## config.mk

```make
export PLATFORM = sky130hd
export DESIGN_NAME = note_judge
export DESIGN_NICKNAME = d
export VERILOG_FILES = /design/src/rtl/game_pkg.sv /design/src/rtl/btn_edge.sv /design/src/rtl/note_judge.sv
export SDC_FILE = /design/constraint.sdc
export NUM_CORES = 1
export LEC_CHECK = 0
export BUFFER_PORTS_ARGS = -buffer_cell sky130_fd_sc_hd__buf_2
export CAP_MARGIN = 20
export CORE_ASPECT_RATIO = 1.4
export CORE_MARGIN = 10
export CORE_UTILIZATION = 53
export CTS_CLUSTER_SIZE = 10
export DETAILED_ROUTE_END_ITERATION = 10
export PLACE_DENSITY = 0.75
export SYNTH_ARGS = -nofsm -noshare
export SYNTH_HDL_FRONTEND = slang
export SYNTH_SLANG_ARGS = --single-unit
```

## constraint.sdc

```tcl
create_clock -name clk -period 2.8 [get_ports clk]
set_input_delay 0.28 -clock clk [delete_from_list [all_inputs] [get_ports clk]]
set_output_delay 0.28 -clock clk [all_outputs]
set_load 0.03 [all_outputs]
```

## src/rtl/game_pkg.sv

```systemverilog
// rtl/game_pkg.sv - shared game-state encodings, lane count and judge FSM states
package game_pkg;

  // Top-level game FSM encoding, shared with the score counter
  typedef enum logic [1:0] {
    GS_IDLE        = 2'd0,
    GS_SONG_SELECT = 2'd1,
    GS_GAME_PLAY   = 2'd2,
    GS_GAME_OVER   = 2'd3
  } game_state_e;

  localparam int LANES = 2;

  // Note judge FSM states
  typedef enum logic [1:0] {
    J_IDLE   = 2'd0,
    J_WAIT   = 2'd1,
    J_WINDOW = 2'd2,
    J_JUDGE  = 2'd3
  } judge_state_e;

  // Increment that sticks at the limit instead of wrapping
  function automatic logic [7:0] sat_inc(input logic [7:0] v, input logic [7:0] lim);
    return (v >= lim) ? lim : v + 8'd1;
  endfunction

endpackage

```

## src/rtl/btn_edge.sv

```systemverilog
// rtl/btn_edge.sv - two-flop synchroniser plus rising-edge pulse for one lane button
module btn_edge (
  input  logic clk,
  input  logic rst,
  input  logic btn_i,
  output logic press_o
);

  logic sync1_q;
  logic sync2_q;
  logic prev_q;

  // Synchronise the raw button and keep one extra stage for edge detection
  always_ff @(posedge clk or posedge rst) begin
    if (rst) begin
      sync1_q <= 1'b0;
      sync2_q <= 1'b0;
      prev_q  <= 1'b0;
    end else begin
      sync1_q <= btn_i;
      sync2_q <= sync1_q;
      prev_q  <= sync2_q;
    end
  end

  // Pulse only for the first synchronised cycle of a press
  assign press_o = sync2_q & ~prev_q;

endmodule

```

## src/rtl/note_judge.sv

```systemverilog
// rtl/note_judge.sv - per-beat lane hit judgement with running and best combo
module note_judge
  import game_pkg::*;
#(
  parameter int         WINDOW_CYC = 2_500_000,
  parameter int         CNT_W      = 22,
  parameter logic [7:0] COMBO_MAX  = 8'd255
) (
  input  logic             clk,
  input  logic             rst,
  input  logic [1:0]       current_state,
  input  logic             beat_tick,
  input  logic [LANES-1:0] note_req,
  input  logic [LANES-1:0] btn,
  output logic             judge_valid,
  output logic [LANES-1:0] judge_hit,
  output logic [7:0]       combo,
  output logic [7:0]       max_combo,
  output logic             window_open
);

  localparam logic [CNT_W-1:0] CNT_LAST = CNT_W'(WINDOW_CYC - 1);

  logic [LANES-1:0] press;

  judge_state_e     state_q, state_d;
  logic [CNT_W-1:0] cnt_q, cnt_d;
  logic [LANES-1:0] req_q, req_d;
  logic [LANES-1:0] hit_q, hit_d;
  logic             jv_q, jv_d;
  logic [LANES-1:0] jh_q, jh_d;
  logic [7:0]       combo_q, combo_d;
  logic [7:0]       max_q, max_d;
  logic             wo_q, wo_d;
  logic [LANES-1:0] hit_now;

  for (genvar i = 0; i < LANES; i++) begin : g_lane
    btn_edge u_edge (
      .clk     (clk),
      .rst     (rst),
      .btn_i   (btn[i]),
      .press_o (press[i])
    );
  end

  // State, window and score registers
  always_ff @(posedge clk or posedge rst) begin
    if (rst) begin
      state_q <= J_IDLE;
      cnt_q   <= '0;
      req_q   <= '0;
      hit_q   <= '0;
      jv_q    <= 1'b0;
      jh_q    <= '0;
      combo_q <= 8'd0;
      max_q   <= 8'd0;
      wo_q    <= 1'b0;
    end else begin
      state_q <= state_d;
      cnt_q   <= cnt_d;
      req_q   <= req_d;
      hit_q   <= hit_d;
      jv_q    <= jv_d;
      jh_q    <= jh_d;
      combo_q <= combo_d;
      max_q   <= max_d;
      wo_q    <= wo_d;
    end
  end

  // Next state: open windows on beats, collect presses, judge at window close.
  // In JUDGE, a non-zero req_q means a beat arrived during the early close and
  // its window still has to run.
  always_comb begin
    state_d = state_q;
    cnt_d   = cnt_q;
    req_d   = req_q;
    hit_d   = hit_q;
    jv_d    = 1'b0;
    jh_d    = '0;
    combo_d = combo_q;
    max_d   = max_q;
    hit_now = hit_q | (press & req_q);

    if (current_state != GS_GAME_PLAY) begin
      state_d = J_IDLE;
      cnt_d   = '0;
      req_d   = '0;
      hit_d   = '0;
      if (current_state == GS_SONG_SELECT) begin
        combo_d = 8'd0;
        max_d   = 8'd0;
      end
    end else begin
      case (state_q)
        J_IDLE: state_d = J_WAIT;
        J_WAIT: begin
          if (beat_tick && (note_req != '0)) begin
            state_d = J_WINDOW;
            req_d   = note_req;
            hit_d   = '0;
            cnt_d   = '0;
          end
        end
        J_WINDOW: begin
          cnt_d = cnt_q + 1'b1;
          hit_d = hit_now;
          if (beat_tick || (cnt_q == CNT_LAST)) begin
            state_d = J_JUDGE;
            jv_d    = 1'b1;
            jh_d    = hit_now;
            combo_d = (hit_now == req_q) ? sat_inc(combo_q, COMBO_MAX) : 8'd0;
            max_d   = (combo_d > max_q) ? combo_d : max_q;
            req_d   = beat_tick ? note_req : '0;
            hit_d   = '0;
            cnt_d   = '0;
          end
        end
        J_JUDGE: begin
          hit_d = '0;
          cnt_d = '0;
          if (beat_tick && (note_req != '0)) begin
            state_d = J_WINDOW;
            req_d   = note_req;
          end else if (req_q != '0) begin
            state_d = J_WINDOW;
          end else begin
            state_d = J_WAIT;
          end
        end
        default: state_d = J_IDLE;
      endcase
    end

    wo_d = (state_d == J_WINDOW);
  end

  assign judge_valid = jv_q;
  assign judge_hit   = jh_q;
  assign combo       = combo_q;
  assign max_combo   = max_q;
  assign window_open = wo_q;

endmodule
```

[Yosys cells after proc, flatten, opt, wreduce, memory -nomap -nowiden]
Cells that the tools add are included.
W data, S select, Z words.
Storage, ports and cells
  register bits: 54
  word-level logic and storage cells: 87
Cells by class
  add/subtract/negate cells: 2
  order comparisons: 2
  equality and inequality tests: 12
  muxes and demuxes: 35
  bitwise operators: 6
  reduce and logical (&&, ||, !) cells: 15
Operators by type and width (count)
  $mux W8: 10
  $mux W22: 3
  $pmux W22 S3: 1
  $mux W2: 15
  $add A22 B1 Y22 const B: 1
  $eq A22 B22 Y1 const B: 1
  $reduce_bool A2 Y1: 5
  $add A8 B1 Y8 const B: 1
  $ge A8 B8 Y1 const B: 1
  $gt A8 B8 Y1: 1
  $pmux W2 S4: 1
  $eq A2 B2 Y1 const B: 3
  $ne A3 B3 Y1 const B: 2
  $pmux W2 S3: 1
  $reduce_and A3 Y1: 2
  $eq A2 B1 Y1 const B: 2
  $pmux W2 S2: 1
  $reduce_and A4 Y1: 1
  $reduce_bool A4 Y1: 1
  $mux W1: 3
  $ne A3 B1 Y1 const B: 1
  $reduce_bool A3 Y1: 1
  $and A1 B1 Y1: 2
  $and A2 B2 Y2: 1
  10 further kinds: 11

[Longest topological paths before layout]
  word-level depth: 11
  depth in mapped cells: 13
  gate-level depth less buffers: 11

[Cells and area by module]
Synthesis repeated with hierarchy kept, for this count alone.
Second synthesis, totals
  cell total of the unflattened synthesis: 309
  area, all modules: 2977.9 um^2
By module, submodules not included
  note_judge: times used 1, cells each 299, area an instance 2792.7 um^2, sequential area each 1201.2 um^2
  btn_edge: times used 2, cells each 5, area an instance 92.6 um^2, sequential area each 75.1 um^2

[Least setup slack after synthesis]
No wires, ideal clock.
  kind: reg2reg
  from: register combo_q[2] (netlist: combo[2])
  to: register max_q[1] (netlist: max_combo[1])
  library setup time: 0.125 ns
  data arrival time: 2.980 ns
  data required time: 2.675 ns
  path slack: -0.305 ns
  stages on the path, launching flop included: 13
  path buffers: 1
  clock period less this slack: 3.105 ns
  path through: dfrtp_1 and4_1 nand3_1 and3_1 or3_1 inv_1 ha_1 and4b_1 a211oi_1 o221ai_1 or4b_1 buf_6 mux2_4
On the way
  word-level cells in the longest chain between the ends: 7
Ends and longest elaborated chain
  start: declaration: RTL line note_judge.sv:32  | logic [7:0] combo_q, combo_d;
  start signal: assignment: RTL line note_judge.sv:65  | combo_q <= combo_d;
  $ge A8 B8 Y1: RTL line game_pkg.sv:24  | return (v >= lim) ? lim : v + 8'd1;
  $mux W8 (*): RTL line game_pkg.sv:24
  $mux W8 (*): RTL line note_judge.sv:112  | combo_d = (hit_now == req_q) ? sat_inc(combo_q, COMBO_MAX) : 8'd0;
  parallel branches: the longest is 4 deep, another holds $gt A8 B8 Y1
  end signal: assignment: RTL line note_judge.sv:66  | max_q <= max_d;
  end: declaration: RTL line note_judge.sv:33  | logic [7:0] max_q, max_d;
Mark *: on every way between the ends. The select of a mux whose other input is x is not followed.
A chain may end at the register's enable or synchronous reset.

[Final worst setup path]
  from: register g_lane[1].u_edge.prev_q
  to: register max_q[1] (netlist: max_combo[1])
On the way
  word-level cells in the longest chain between the ends: 10
Ends and longest elaborated chain
  start: declaration: RTL line btn_edge.sv:11  | logic prev_q;
  start signal: assignment: RTL line btn_edge.sv:22  | prev_q <= sync2_q;
  $not A1 Y1 (*): RTL line btn_edge.sv:27  | assign press_o = sync2_q & ~prev_q;
  $and A1 B1 Y1 (*): RTL line btn_edge.sv:27
  $and A2 B2 Y2 (*): RTL line note_judge.sv:83  | hit_now = hit_q | (press & req_q);
  $or A2 B2 Y2 (*): RTL line note_judge.sv:83
  $eq A2 B2 Y1 (*): RTL line note_judge.sv:112
  $mux W8 (*): RTL line note_judge.sv:112
  parallel branches: the longest is 4 deep, another holds $gt A8 B8 Y1
Marks and branches as above.

==> impl_metrics.yaml <==
status:
  status: "complete, but fails checks"
  violations: "negative setup slack"
hold_path:
  hp-start: "btn[1]"
  holdPathEnd: "g_lane[1].u_edge.sync1_q$_DFF_PP0_"
  hold_depth: 1
  hold_path_class: "in2reg"
place:
  place_hpwl_um: 5670
  dp.cells: 428
  port_buffers: 28
  gp_congestion: 0.919
worst_setup_path:
  cp-startpoint: "g_lane[1].u_edge.prev_q$_DFF_PP0_"
  timing.critical_path.buf_inv: 1
  reg2reg_depth: 11
  critical_path_arrival_ps: 3070
  slowest_delay_ps: 510
  cp_top_family: "simple AND/OR/NAND/NOR gates"
  r2r_slack_ps: -80
  slowest_stage: "or4b_4"
  end_kind: "flop"
  path_max_fanout: 6
  worstPathCellList: "nor2b_4 > o32ai_1 > a221o_2 > or3_4 > inv_2 > ha_4 > and4b_1 > a211oi_2 > o221ai_1 > or4b_4 > mux2_4"
  cp-start-kind: "flop"
  reg2reg_to: "max_combo[1]$_DFFE_PP0P_"
  criticalPathCategory: "reg2reg"
  timing.rr.start: "g_lane[1].u_edge.prev_q$_DFF_PP0_"
  required_ps: 2990
clock_tree:
  clk_latency_ps: 310
  clkSinkCount: 54
  cts_inserted_buffers: 5
  htree_levels: 2
  clkTransAtPathRegs_ps: 100
  cts_buffer_depth: 2
  cts_tree: "yes"
  cts_root_buffer: "clkbuf_8"
route:
  first_iter_violations: 100
  ant_nets: 0
  avgRoutedWirePerCell_um: 16.9
  vias: 2646
  drt-total-wl_um: 7420
  drc: 0
  firstDrtPassIters: 4
  via_per_inst: 6.01
logic_synthesis:
  synth-seq-area-share_pct: 45.4
  synth_fp_nets: 333
  ys_ff_latch: 54
  synth_edf_count: 0
  synth_commonest_cells: "dfrtp_1, nand2_1, inv_1, nor2_1, a21oi_1"
  synth_ff_type: "dfrtp_1"
  syn_area_per_cell_um2: 9.48
  syn_area_um2: 2980
  ys_types: 53
  yosysTopAreaCell: "dfrtp_1"
  async_reset_ff_share_pct: 100
  synthDominantCellAreaShare_pct: 45.4
  synth_warnings: 0
  synth_area_leaders: "dfrtp_1, mux2i_1, nand2_1"
  yosysMostFrequentCell: "dfrtp_1"
  synth_cells: 314
layout:
  area_growth_pct: 19.3
  antenna_cells: 0
  ff_latch_area_um2: 1360
  drive_gt1_share_pct: 25.0
  n_fill_cell: 438
  layout.nets: 390
  layout.cells.non_filler: 440
  multi_input_area_um2: 1560
sta:
  fin_worst_skew_ps: 12.0
  tightest_slew_ps: 593
  setup_ws_ps: -81.6
  min_period_ps: 2880
  slew_violations: 0
  fin_hold_ws_ps: 76.9
  fmax_ghz: 0.347
  setup_viol: 8
  timing.max_slew.rel_slack_pct: 60.5
  fin_crit_sh_pct: 103
  rsz0062_at_grt: "true"
  hold_viol: 0
die:
  die_h_um: 109
  rows: 32
  fp.coreArea_um2: 5490
  die_w_um: 83.3
  start_util_pct: 54.2
  ios: 29
  dieArea_um2: 9050
grt:
  antenna_found_initial: 0
  grt_max_degree: 32
  first_global_vias: 2709
  grt_usage_pct: 16.5
  overflow: 0
  grt_pass1_wl_um: 12600
power:
  swShare_pct: 24.2
  p_per_area_nw_per_um2: 370
  p_int_w: 0.000997
  p_leak_nw: 1.70
  peakVddDrop_v: 0.000240
  p_comb_share_pct: 6.9
  clockPowerShare_pct: 32.9
  seq_power_share_pct: 60.2
  p_sw_w: 0.000318
flow_run:
  drv_cap: 0
power groups by stage:
| stage | registers, W | logic (W) | clock network [W] |
|---|---|---|---|
| floorplan | 0.000807 | 0.0000509 | 0 |
| global placement | 0.000806 | 0.0000832 | 0 |
| detailed placement | 0.000807 | 0.0000856 | 0 |
| CTS | 0.000791 | 0.0000871 | 0.000444 |
| global route | 0.000793 | 0.000103 | 0.000462 |
| finish | 0.000792 | 0.0000910 | 0.000433 |
sequential cells by signal, summed over array words and instances (netlist names), 2 cells and up:
register / flops
cnt_q: 22
combo: 8
g_lane.u_edge.sync1_q: 2
g_lane.u_edge.sync2_q: 2
max_combo: 8
state_q: 2
judge_hit: 2
hit_q: 2
req_q: 2
g_lane.u_edge.prev_q: 2
layer usage:
layer | routed length [um] | GRT usage [%] | up-vias | share of wire [%]
met5 | 0 | 0 | - | 0
met4 | 321 | 9.27 | 0 | 4.3
met3 | 341 | 3.28 | 23 | 4.6
met2 | 3850 | 29.1 | 67 | 52
met1 | 2910 | 18.2 | 1295 | 39
li1 | - | - | 1261 | -
worst max-delay path by stage:
stage,end,slack (ps),cells past startpoint
after floorplan,max_combo[1]$_DFFE_PP0P_,-140,12
after global placement,max_combo[0]$_DFFE_PP0P_,-20,12
after detailed placement,max_combo[6]$_DFFE_PP0P_,-100,12
after CTS,max_combo[4]$_DFFE_PP0P_,-100,12
after global routing,max_combo[1]$_DFFE_PP0P_,-240,11
final,max_combo[1]$_DFFE_PP0P_,-80,11
stage by stage:
step	total power, W	setup WS, ps	setup TNS (ps)	cell area (um2)	utilization (%)
after floorplan	0.000858	-139	-139	3020	-
after global placement	0.000890	-19.1	-132	3410	62.1
after detailed placement	0.000892	-95.9	-714	3410	62.1
after CTS	0.00132	-97.6	-763	3510	63.9
after global routing	0.00136	-239	-1750	3550	64.7
final	0.00132	-81.6	-400	3550	64.7
cells by family (layout without fill, tap and decap cells):
kind of cell,Yosys count,in the layout,share of synthesized area (%)
AO/OA/AOI/OAI,67,67,14.8
XOR/XNOR,4,4,1.18
adder cells (fa/ha/maj),10,10,4.21
buffers and inverters,30,88,4.08
flip-flops,54,54,45.4
multiplexers,21,21,7.32
AND/OR/NAND/NOR,128,128,23.0
cell usage in the layout (no fill, tap or decap), types with 7 or more instances in the layout:
cell	synthesis	final
buf_4	0	29
o21ai_0	13	13
nand2b_1	7	7
nand4_1	11	11
ha_1	10	8
a31oi_1	10	10
inv_1	20	18
nand3_1	13	12
a21oi_1	19	19
dfrtp_1	54	49
buf_2	1	28
nand2_1	37	37
nor2_1	20	20
mux2i_1	18	18
and3_1	8	8
area by class of cell:
class	instances	share of cell area (%)
sequential	54	38.2
tap	68	2.40
timing repair buffer	60	11.0
multi-input combinational	230	43.8
inverter	20	2.11
clock inverter	2	0.388
clock buffer	6	2.04
timing repair:
action,4_1_cts,5_1_grt
hold endpoints to repair,12,0
hold buffers,1,0
endpoints found under the setup margin,8,8
buffers inserted,0,3
resized for setup,1,6
Note: power is estimated with default switching activity, not from simulation.
